File: src/rtl/hazard_unit.sv
// Hazard and forwarding controller for a 5-stage pipeline: load-use stall,
// taken-branch flush, EX operand forwarding selects and a stall-cycle counter.
module hazard_unit #(
   parameter int CNT_WIDTH = 16
) (
   input  logic                 clk,
   input  logic                 reset,
   input  logic [4:0]           id_addr_rs1,
   input  logic [4:0]           id_addr_rs2,
   input  logic                 id_uses_rs1,
   input  logic                 id_uses_rs2,
   input  logic                 ex_mem_re,
   input  logic                 ex_reg_file_write,
   input  logic [4:0]           ex_addr_rd,
   input  logic                 ex_branch_taken,
   output logic                 stall_pc,
   output logic                 stall_if_id,
   output logic                 bubble_id_ex,
   output logic                 flush_if_id,
   output logic [1:0]           fwd_a,
   output logic [1:0]           fwd_b,
   output logic [CNT_WIDTH-1:0] stall_count
);

   logic                 luse_s;
   logic [4:0]           ex_rs1_r;
   logic [4:0]           ex_rs2_r;
   logic                 ex_use1_r;
   logic                 ex_use2_r;
   logic [4:0]           mem_rd_r;
   logic                 mem_we_r;
   logic                 mem_re_r;
   logic [4:0]           wb_rd_r;
   logic                 wb_we_r;
   logic [CNT_WIDTH-1:0] stall_count_r;

   // Forward select for one operand; a load still in MEM has no data yet, and x0 never forwards.
   function automatic logic [1:0] fwd_sel(
      input logic       use_rs,
      input logic [4:0] rs,
      input logic       m_we,
      input logic       m_re,
      input logic [4:0] m_rd,
      input logic       w_we,
      input logic [4:0] w_rd
   );
      logic [1:0] sel;
      sel = 2'b00;
      if (use_rs && m_we && !m_re && (m_rd != 5'd0) && (m_rd == rs)) begin
         sel = 2'b01;
      end else if (use_rs && w_we && (w_rd != 5'd0) && (w_rd == rs)) begin
         sel = 2'b10;
      end else begin
         sel = 2'b00;
      end
      return sel;
   endfunction

   // Load-use detect against the load currently in EX.
   always_comb begin
      luse_s = 1'b0;
      if (ex_mem_re && ex_reg_file_write && (ex_addr_rd != 5'd0)) begin
         if ((id_uses_rs1 && (id_addr_rs1 == ex_addr_rd)) ||
             (id_uses_rs2 && (id_addr_rs2 == ex_addr_rd))) begin
            luse_s = 1'b1;
         end else begin
            luse_s = 1'b0;
         end
      end else begin
         luse_s = 1'b0;
      end
   end

   // Pipeline controls; a taken branch overrides a stall, reset forces everything idle.
   always_comb begin
      stall_pc     = 1'b0;
      stall_if_id  = 1'b0;
      bubble_id_ex = 1'b0;
      flush_if_id  = 1'b0;
      if (!reset) begin
         stall_pc     = 1'b0;
         stall_if_id  = 1'b0;
         bubble_id_ex = 1'b0;
         flush_if_id  = 1'b0;
      end else if (ex_branch_taken) begin
         flush_if_id  = 1'b1;
         bubble_id_ex = 1'b1;
      end else if (luse_s) begin
         stall_pc     = 1'b1;
         stall_if_id  = 1'b1;
         bubble_id_ex = 1'b1;
      end else begin
         stall_pc     = 1'b0;
         stall_if_id  = 1'b0;
         bubble_id_ex = 1'b0;
         flush_if_id  = 1'b0;
      end
   end

   // Shadow copies of the register fields of the instructions in EX, MEM and WB.
   always_ff @(posedge clk) begin
      if (!reset) begin
         ex_rs1_r  <= 5'd0;
         ex_rs2_r  <= 5'd0;
         ex_use1_r <= 1'b0;
         ex_use2_r <= 1'b0;
         mem_rd_r  <= 5'd0;
         mem_we_r  <= 1'b0;
         mem_re_r  <= 1'b0;
         wb_rd_r   <= 5'd0;
         wb_we_r   <= 1'b0;
      end else begin
         if (bubble_id_ex) begin
            ex_rs1_r  <= 5'd0;
            ex_rs2_r  <= 5'd0;
            ex_use1_r <= 1'b0;
            ex_use2_r <= 1'b0;
         end else begin
            ex_rs1_r  <= id_addr_rs1;
            ex_rs2_r  <= id_addr_rs2;
            ex_use1_r <= id_uses_rs1;
            ex_use2_r <= id_uses_rs2;
         end
         mem_rd_r <= ex_addr_rd;
         mem_we_r <= ex_reg_file_write;
         mem_re_r <= ex_mem_re;
         wb_rd_r  <= mem_rd_r;
         wb_we_r  <= mem_we_r;
      end
   end

   // Saturating count of cycles actually spent in a load-use stall.
   always_ff @(posedge clk) begin
      if (!reset) begin
         stall_count_r <= {CNT_WIDTH{1'b0}};
      end else if (luse_s && !ex_branch_taken && (stall_count_r != {CNT_WIDTH{1'b1}})) begin
         stall_count_r <= stall_count_r + {{(CNT_WIDTH-1){1'b0}}, 1'b1};
      end else begin
         stall_count_r <= stall_count_r;
      end
   end

   assign fwd_a       = fwd_sel(ex_use1_r, ex_rs1_r, mem_we_r, mem_re_r, mem_rd_r, wb_we_r, wb_rd_r);
   assign fwd_b       = fwd_sel(ex_use2_r, ex_rs2_r, mem_we_r, mem_re_r, mem_rd_r, wb_we_r, wb_rd_r);
   assign stall_count = stall_count_r;

endmodule

File: config.mk
export PLATFORM = sky130hd
export DESIGN_NAME = hazard_unit
export DESIGN_NICKNAME = d
export VERILOG_FILES = /design/src/rtl/hazard_unit.sv
export SDC_FILE = /design/constraint.sdc
export NUM_CORES = 1
export LEC_CHECK = 0
export ABC_AREA = 0
export CAP_MARGIN = 20
export CORE_MARGIN = 1.5
export CORE_UTILIZATION = 55
export CTS_BUF_LIST = sky130_fd_sc_hd__clkbuf_4 sky130_fd_sc_hd__clkbuf_8
export DETAILED_ROUTE_END_ITERATION = 8
export PLACE_DENSITY = 0.87
export SLEW_MARGIN = 20
export SYNTH_ARGS = -nofsm -noshare
export SYNTH_HDL_FRONTEND = slang
export SYNTH_SLANG_ARGS = --single-unit
File: constraint.sdc
create_clock -name clk -period 4.4 [get_ports clk]
set_input_delay 0.88 -clock clk [delete_from_list [all_inputs] [get_ports clk]]
set_output_delay 0.88 -clock clk [all_outputs]
set_load 0.1 [all_outputs]
==> metrics, run 1 <==
number of CTS-inserted buffers=5; Final Max Slew Viols=0; Starting Density=about three fifths; Comb power frac=between 10 and 15%; share of cells above drive strength 1=around 8.8%; vias per cell=between 5 and 6; Port Buffer Count=45; Fmax=0.2654 GHz; Fin. Hold Viols=0; YS warnings=0; Net Sw Power=179.8 uW; Cell Int Power=between 500 and 600 uW; Avg Synthesized Cell Area=between 9 and 10 um^2; clk_lat worst skew=~0.35 ns; CP required=3.52 ns; commonest non-fill, non-tap cell in the layout=dfxtp_1; startpoint types=primary input; VDD IR max=215.5 uV; # placed instances=300; DRT iter0 DRCs=55; syn nets=between 200 and 250; EDFF count, synth=0; Ports=46; Ant. Diodes=0; clk root buf=clkbuf_4; DR vias=between 1,500 and 2,000; Leak Pwr=between 0.9 and 1 nW; hold_buf cts=0; post-layout net count=between 200 and 300; Total GRT Usage=around 24%; Setup Buffers After CTS=0; Worst-Margin Slew=between 0.9 and 1 ns; commonest cells after routing, fill and taps aside=dfxtp_1 (41), clkdlybuf4s50_1 (39), and2_1 (25); largest net degree at the start of global routing=24; first-pass GRT wire length=approximately 7.4 mm; initial antenna violation count=0; Rel. slew slack=34.46%; Layout Cells excl Fill=about 310; Util after Layout=between 70% and 80%; Gate Count Post-Synth=215; H-tree depth=2; Clock transition at path regs=approximately 0.12 ns; DRT Pass-1 Iters=4; die width=around 63 um; Pwr Density=about 290 mW/mm^2; Core Area=about 0.0034 mm^2; Die Y=~63 um; DR DRC count=0; outcome=finished, final reports clean; Layout Skew=between 0.003 and 0.004 ns; DIE AREA=0.003956 mm^2; total power draw=740.8 uW; clock power share=about a third; Seq cells post-synth=just over 40; vias in the first global route=1,589; per-cell routed wire length=14.35 um; Fin Setup TNS=0 ns; MaxCap Viol Count=0; Routed Antenna Nets=0; register area share after synthesis=41.60%; FFs w/ async S/R, synth=0%; Net Sw Frac=around a quarter; TritonCTS clock tree=yes; clock tree sinks=41; crit path DAT=2.89 ns; Detailed Place HPWL=roughly 3.4 mm; endpoint class of the critical path=output pin; Reg power frac=52.8%; Area Overhead vs Synth=30.37%; Crit Path Class=in2out; worst-path fanout max=8; Cell Area, Synth=between 0.0015 and 0.002 mm^2; WHS=0.4580 ns; Worst Hold Class=reg2reg; fill count=between 200 and 300; Post-CTS Resized=0; crit share post-route=between 80% and 90%; Synth Flop Type=dfxtp_1; final setup vio count=0; crit path time final=approximately 3.8 ns; Placer Congestion=~0.83; CTS max path bufs=2; Netlist cell types=38; grt ovf=0; # rows=21; RSZ-0062 raised after global routing=no; Post-Route WL=around 4.4 mm
[Yosys cell counts (all sizes together), types with 2 or more instances]
cell    number  area [um^2]
o31ai        9        67.56
nand2b       5        31.28
nand4        8        56.30
or4         11        86.33
or3          2        12.51
o21ai        6        30.02
dfxtp       41        820.8
and2        26        162.7
nand2       13        48.80
xnor2       14        122.6
mux2i        5        50.05
xor2        16        140.1
clkbuf       5        18.77
nor4         8        50.05
inv          4        15.01
buf          4        28.78
a21oi       11        55.05
nor2         3        11.26
nor3         6        30.03
nand3        6        30.03
[flip-flops by register name, summed over array words and instances (netlist names)]
| name | count |
|---|---|
| ex_use1_r | 1 |
| wb_we_r | 1 |
| ex_rs2_r | 5 |
| mem_we_r | 1 |
| mem_rd_r | 5 |
| stall_count | 16 |
| mem_re_r | 1 |
| ex_rs1_r | 5 |
| ex_use2_r | 1 |
| wb_rd_r | 5 |
[critical path, stage by stage]
cell and delay [ns]:
clkdlybuf4s50_1 0.50, xor2_1 0.20, nor4_1 0.27, a32oi_1 0.30
nor3_2 0.50, buf_12 0.24
[stage by stage]
stage | setup WS, ns | instance area [um^2]
floorplan | -0.6579 | 1978
global placement | 0.6327 | 2484
detailed placement | 0.6195 | 2484
CTS | 0.6153 | 2572
global route | 0.4882 | 2572
finish | 0.6318 | 2572
[power by group through the flow]
stage	sequential [mW]	combinational (mW)	clock [mW]
2_1_floorplan	0.397	0.0522	0
5_1_grt	0.392	0.0979	0.283
3_3_place_gp	0.399	0.0883	0
6_report	0.391	0.0899	0.260
3_5_place_dp	0.399	0.0899	0
4_1_cts	0.391	0.0904	0.267
[layer usage]
metal	GRT usage, %	routed length, um
met1	27.95	1761
met2	42.02	2336
met3	5.946	233
met5	0	0
met4	9.444	88
[layout make-up]
| class | count | area, um^2 | area share [%] |
|---|---|---|---|
| Inverter | 4 | 15.01 | 0.5837 |
| Timing Repair Buffer | 48 | 495.5 | 19.26 |
| Clock inverter | 2 | 37.54 | 1.459 |
| Multi-Input combinational cell | 161 | 1095 | 42.56 |
| Tap cell | 46 | 57.56 | 2.237 |
| Sequential cell | 41 | 820.8 | 31.91 |
| Clock buffer | 6 | 51.30 | 1.994 |
[final timing paths]
| kind | from | end | slack, ns | depth (start not counted) |
|---|---|---|---|---|
| worst max register to register | stall_count[4] | stall_count[7] | 2.10 | 6 |
| worst min-delay path | mem_we_r | wb_we_r | 0.46 | 1 |
| worst min register to register | mem_we_r | wb_we_r | 0.46 | 1 |
| worst max-delay path | ex_addr_rd[1] | stall_pc | 0.63 | 6 |
[cells by family (layout without fill, tap and decap cells)]
kind of cell	count (synthesis)	count (layout)	share of synthesized area [%]
simple gates	95	95	29.30
xor+xnor	30	30	13.32
fa+ha+maj	1	1	0.6340
mux	5	5	2.537
flops	41	41	41.60
compound gates	30	30	9.448
buf+inv	13	60	3.171
(Power assumes the default switching activity.)
==> run 2: changes to the inputs <==
Settings changed: CORE_UTILIZATION 55 to 45, PLACE_DENSITY 0.87 to 0.73.
==> metrics, run 2 (synthesis results as in run 1) <==
Layout Skew=0.005533 ns (+0.002264 ns); TritonCTS clock tree=yes; hold_buf cts=0 (unchanged); Total GRT Usage=18.86% (-5.2 points); total power draw=796.4 uW (+7.5%); Starting Density=47.95% (-10 points); vias in the first global route=1,560 (-1.8%); commonest non-fill, non-tap cell in the layout=dfxtp_1; Final Max Slew Viols=0 (unchanged); Multi-input gate area=0.001095 mm^2 (unchanged); vias per cell=5.250 (-5.2%); MaxCap Viol Count=0 (unchanged); DRT iter0 DRCs=49 (-11%); die width=69.22 um (+10%); Worst-Margin Slew=0.9868 ns (+0.006700 ns); final setup vio count=0 (unchanged); post-layout net count=284 (unchanged); crit path time final=3.627 ns (-0.1410 ns); Area Overhead vs Synth=32.21%; Leak Pwr=0.9271 nW (+1.4%); # rows=23 (+9.5%); DIE AREA=0.004791 mm^2 (+21%); clock tree sinks=41 (unchanged); H-tree depth=2 (unchanged); RSZ-0062 raised after global routing=no; Crit Path Class=in2out; Ant. Diodes=0 (unchanged); Fin. Hold Viols=0 (unchanged); commonest cells after routing, fill and taps aside=dfxtp_1 (41), clkdlybuf4s50_1 (39), and2_1 (25); startpoint types=primary input; Clock transition at path regs=0.07 ns (-0.05 ns); grt ovf=0 (unchanged); Die Y=69.22 um (+10%); first-pass GRT wire length=7.286 mm (-1.9%); clk_lat worst skew=0.30 ns (-0.05 ns); DRT Pass-1 Iters=4 (unchanged); crit share post-route=82.44% (-3.2 points); Fmax=0.2757 GHz (+3.9%); final instance area=0.002609 mm^2 (+1.4%); Detailed Place HPWL=3.293 mm (-3.6%); Ports=46 (unchanged); max FFs per register=16 (unchanged); worst-path fanout max=4 (-4); placed cell area=0.002489 mm^2 (+0.20%); register area=820.8 um^2 (unchanged); Setup Buffers After CTS=0 (unchanged); Post-CTS Resized=0 (unchanged); Routed Antenna Nets=0 (unchanged); share of cells above drive strength 1=8.779% (unchanged); WHS=0.4564 ns (-0.001660 ns); VDD IR max=204.6 uV (-5.1%); initial antenna violation count=0 (unchanged); Rel. slew slack=34.01% (-0.45 points); CP required=3.52 ns (about the same); Core Area=0.004115 mm^2 (+21%); Port Buffer Count=45 (unchanged); outcome=finished, final reports clean; number of CTS-inserted buffers=5 (unchanged); crit path DAT=2.75 ns (-0.14 ns); clk root buf=clkbuf_8; Pwr Density=305.3 mW/mm^2 (+6.0%); Placer Congestion=0.8787 (+6.4%); DR vias=1,638 (-3.9%); endpoint class of the critical path=output pin; largest net degree at the start of global routing=29 (+21%); fill count=361 (+36%); Worst Hold Class=reg2reg; Post-Route WL=4.354 mm (-1.5%); CTS max path bufs=2 (unchanged); per-cell routed wire length=13.96 um (-2.8%); DR DRC count=0 (unchanged)
run 2: cell count changes in the layout (fill, tap and decap cells not counted):
cell	before	now
clkbuf_4	5	0
clkbuf_8	1	6
run 2: report_power, final:
part	switching, mW	total, mW	internal, mW
clock network	0.134	0.318	0.184
registers	0.00935	0.390	0.381
logic	0.0433	0.0880	0.0446
run 2: cell type report:
| type | count | share of cell area (%) |
|---|---|---|
| Clock inverter | 2 | 1.439 |
| Sequential cell | 41 | 31.46 |
| Multi-Input combinational cell | 161 | 41.97 |
| Tap cell | 50 | 2.398 |
| Inverter | 4 | 0.5755 |
| Clock buffer | 6 | 3.165 |
| Timing Repair Buffer | 48 | 18.99 |
run 2: metrics by stage:
stage | utilization (%) | setup slack (ns) | setup TNS [ns] | cells
global route | 63.39 | 0.6672 | 0 | 312
detailed placement | 60.47 | 0.7742 | 0 | 304
CTS | 63.39 | 0.7550 | 0 | 312
global placement | 60.47 | 0.8209 | 0 | 304
finish | 63.39 | 0.7729 | 0 | 312
floorplan | - | -0.6579 | -1.313 | 215
run 2: routing by layer:
| metal | global-route usage, % | vias to the layer above | wire length [um] |
|---|---|---|---|
| li1 | - | 854 | - |
| met1 | 22.31 | 752 | 1927 |
| met2 | 32.16 | 25 | 2160 |
| met3 | 5.959 | 7 | 202 |
| met4 | 6.536 | 0 | 63 |
| met5 | 0 | - | 0 |
run 2: final timing paths:
kind	start	to	slack (ns)	cells past startpoint
setup / recovery	ex_addr_rd[4]	stall_pc	0.77	6
setup reg to reg	stall_count[4]	stall_count[13]	2.27	5
hold / removal	mem_we_r	wb_we_r	0.46	1
hold reg to reg	mem_we_r	wb_we_r	0.46	1
run 2: critical path: stages:
cell             delay [ns]
clkdlybuf4s50_1        0.49
xor2_1                 0.19
nor4_1                 0.28
a32oi_1                0.23
nor3_2                 0.44
buf_12                 0.23
==> run 3: changes to the inputs <==
Settings changed: PLACE_DENSITY 0.73 to 0.76.
Clock period 4.4 ns to 3.2 ns, I/O delays scaled along.
==> metrics, run 3 (synthesis results as in run 1) <==
Pwr Density=379.6 mW/mm^2 (+24%); Fin. Hold Viols=0 (unchanged); commonest non-fill, non-tap cell in the layout=dfxtp_1; Worst Hold Class=reg2reg; commonest cells after routing, fill and taps aside=dfxtp_1 (41), and2_1 (25), buf_4 (23); Crit Reg-Reg Endpoint=stall_count[5]; Area Overhead vs Synth=34.18%; final setup vio count=0 (unchanged); Routed Antenna Nets=0 (unchanged); worst-path fanout max=4 (unchanged); Final Max Slew Viols=0 (unchanged); die width=69.22 um (unchanged); Layout Skew=0.006943 ns (+0.001410 ns); Ports=46 (unchanged); crit path DAT=2.41 ns (-0.34 ns); final instance area=0.002648 mm^2 (+1.5%); post-layout net count=286 (+0.70%); Detailed Place HPWL=3.511 mm (+6.6%); clk root buf=clkbuf_8; Port Buffer Count=45 (unchanged); Fmax=between 0.3 and 0.4 GHz; per-cell routed wire length=14.72 um (+5.5%); Starting Density=47.95% (unchanged); crit share post-route=approximately 95%; slowest stage delay, CP=0.49 ns (about the same); Crit Path Class=in2out; crit path time final=3.046 ns; clk_lat worst skew=0.29 ns (about the same); clock tree sinks=41 (unchanged); DRT Pass-1 Iters=4 (unchanged); Worst path slowest cell=clkdlybuf4s50_1; RR Startpoint=stall_count[4]; number of CTS-inserted buffers=5 (unchanged); Layout Cells excl Fill=314 (+0.64%); crit path launch=ex_addr_rd[4]; vias in the first global route=1,675 (+7.4%); VDD IR max=246.3 uV (+20%); fill count=363 (+0.55%); Post-Route WL=4.621 mm (+6.1%); Worst R2R Path Depth=6 (+1); initial antenna violation count=0 (unchanged); endpoint class of the critical path=output pin; startpoint types=primary input; hold path endpoint=wb_we_r; first-pass GRT wire length=7.886 mm (+8.2%); Fin Setup TNS=0 ns (unchanged); placed cell area=0.002555 mm^2 (+2.7%); CTS max path bufs=2 (unchanged); H-tree depth=2 (unchanged); DIE AREA=0.004791 mm^2 (unchanged); Rel. slew slack=39.37% (+5.4 points); register area=820.8 um^2 (unchanged); Setup Buffers After CTS=0 (unchanged); DRT iter0 DRCs=59 (+20%); Multi-input gate area=0.001160 mm^2 (+5.9%); FF-to-FF setup slack=0.96 ns (-1.31 ns); Die Y=69.22 um (unchanged); hold path start=mem_we_r; crit-path cells=clkdlybuf4s50_1, xor2_1, nor4_2, a32oi_2, o21ai_0, and2_1, buf_12; # placed instances=306 (+0.66%); DR DRC count=0 (unchanged); CP Buf/Inv Count=2 (unchanged); Total GRT Usage=20.36% (+1.5 points); CP delay by family, top=buffers and inverters; TritonCTS clock tree=yes; Worst-Margin Slew=0.9018 ns (-0.08499 ns); DR vias=1,682 (+2.7%); RSZ-0062 raised after global routing=no; WHS=0.4554 ns (-0.0009580 ns); MaxCap Viol Count=0 (unchanged); max FFs per register=16 (unchanged); Clock transition at path regs=0.08 ns (about the same); CP required=2.56 ns (-0.96 ns); outcome=finished, final reports clean; Leak Pwr=1.016 nW (+9.6%); WHS Path Cells=1 (unchanged); Placer Congestion=0.8154 (-7.2%); # rows=23 (unchanged); vias per cell=5.357 (+2.0%); share of cells above drive strength 1=18.56% (+9.8 points); Core Area=0.004115 mm^2 (unchanged); grt ovf=0 (unchanged); Ant. Diodes=0 (unchanged); largest net degree at the start of global routing=29 (unchanged)
run 3: changes by cell type in the layout (fill, tap and decap cells not counted), sizes merged:
cell,change
buf,+20
clkinv,+2
clkdlybuf4s50,-18
clkinvlp,-1
bufinv,-1
run 3: layout make-up:
class                      instances  area share (%)
multi-input combinational        161           43.81
sequential                        41           31.00
timing repair buffer              50           19.00
clock buffer                       6           2.883
tap                               50           2.363
inverter                           4          0.5671
clock inverter                     2          0.3781
run 3: worst register-to-register path, cell delays in order, from the launching register on:
cell and delay (ns):
dfxtp_1 0.44, and4_4 0.28, nand4_2 0.13, o31ai_1 0.76, buf_4 0.31, nor4b_1 0.08
mux2i_1 0.13
run 3: per-stage QoR:
stage / util [%] / power [mW] / setup WS [ns]
after global routing: 64.34 / 1.053 / 0.04149
after global placement: 62.09 / 0.6806 / 0.1607
after CTS: 64.18 / 1.010 / 0.1385
final: 64.34 / 1.005 / 0.1543
after detailed placement: 62.09 / 0.6826 / 0.1552
after floorplan: - / 0.6228 / -0.1861
run 3: timing repair:
item | CTS | global route
setup endpoints to repair | 0 | 1
hold buffers | 0 | 0
gates resized for setup | 0 | 1
run 3: power by group:
group	leakage, nW	total (mW)	switching (mW)	internal (mW)
Clock	0.0484	0.334	0.174	0.160
Sequential	0.335	0.538	0.0137	0.524
Combinational	0.632	0.133	0.0678	0.0656
run 3: how the worst max path moves through the flow:
stage                         to  slack [ns]  cells after the start
floorplan               stall_pc       -0.19                      7
CTS                 bubble_id_ex        0.14                      7
finish              bubble_id_ex        0.15                      7
global placement    bubble_id_ex        0.16                      7
global route        bubble_id_ex        0.04                      7
detailed placement  bubble_id_ex        0.16                      7
run 3: routing by layer:
metal / GRT usage (%) / wire length [um] / up-vias
met2: 33.76 / 2303 / 25
met3: 5.233 / 160 / 4
li1: - / - / 861
met5: 0 / 0 / -
met1: 26.14 / 2109 / 792
met4: 5.882 / 48 / 0
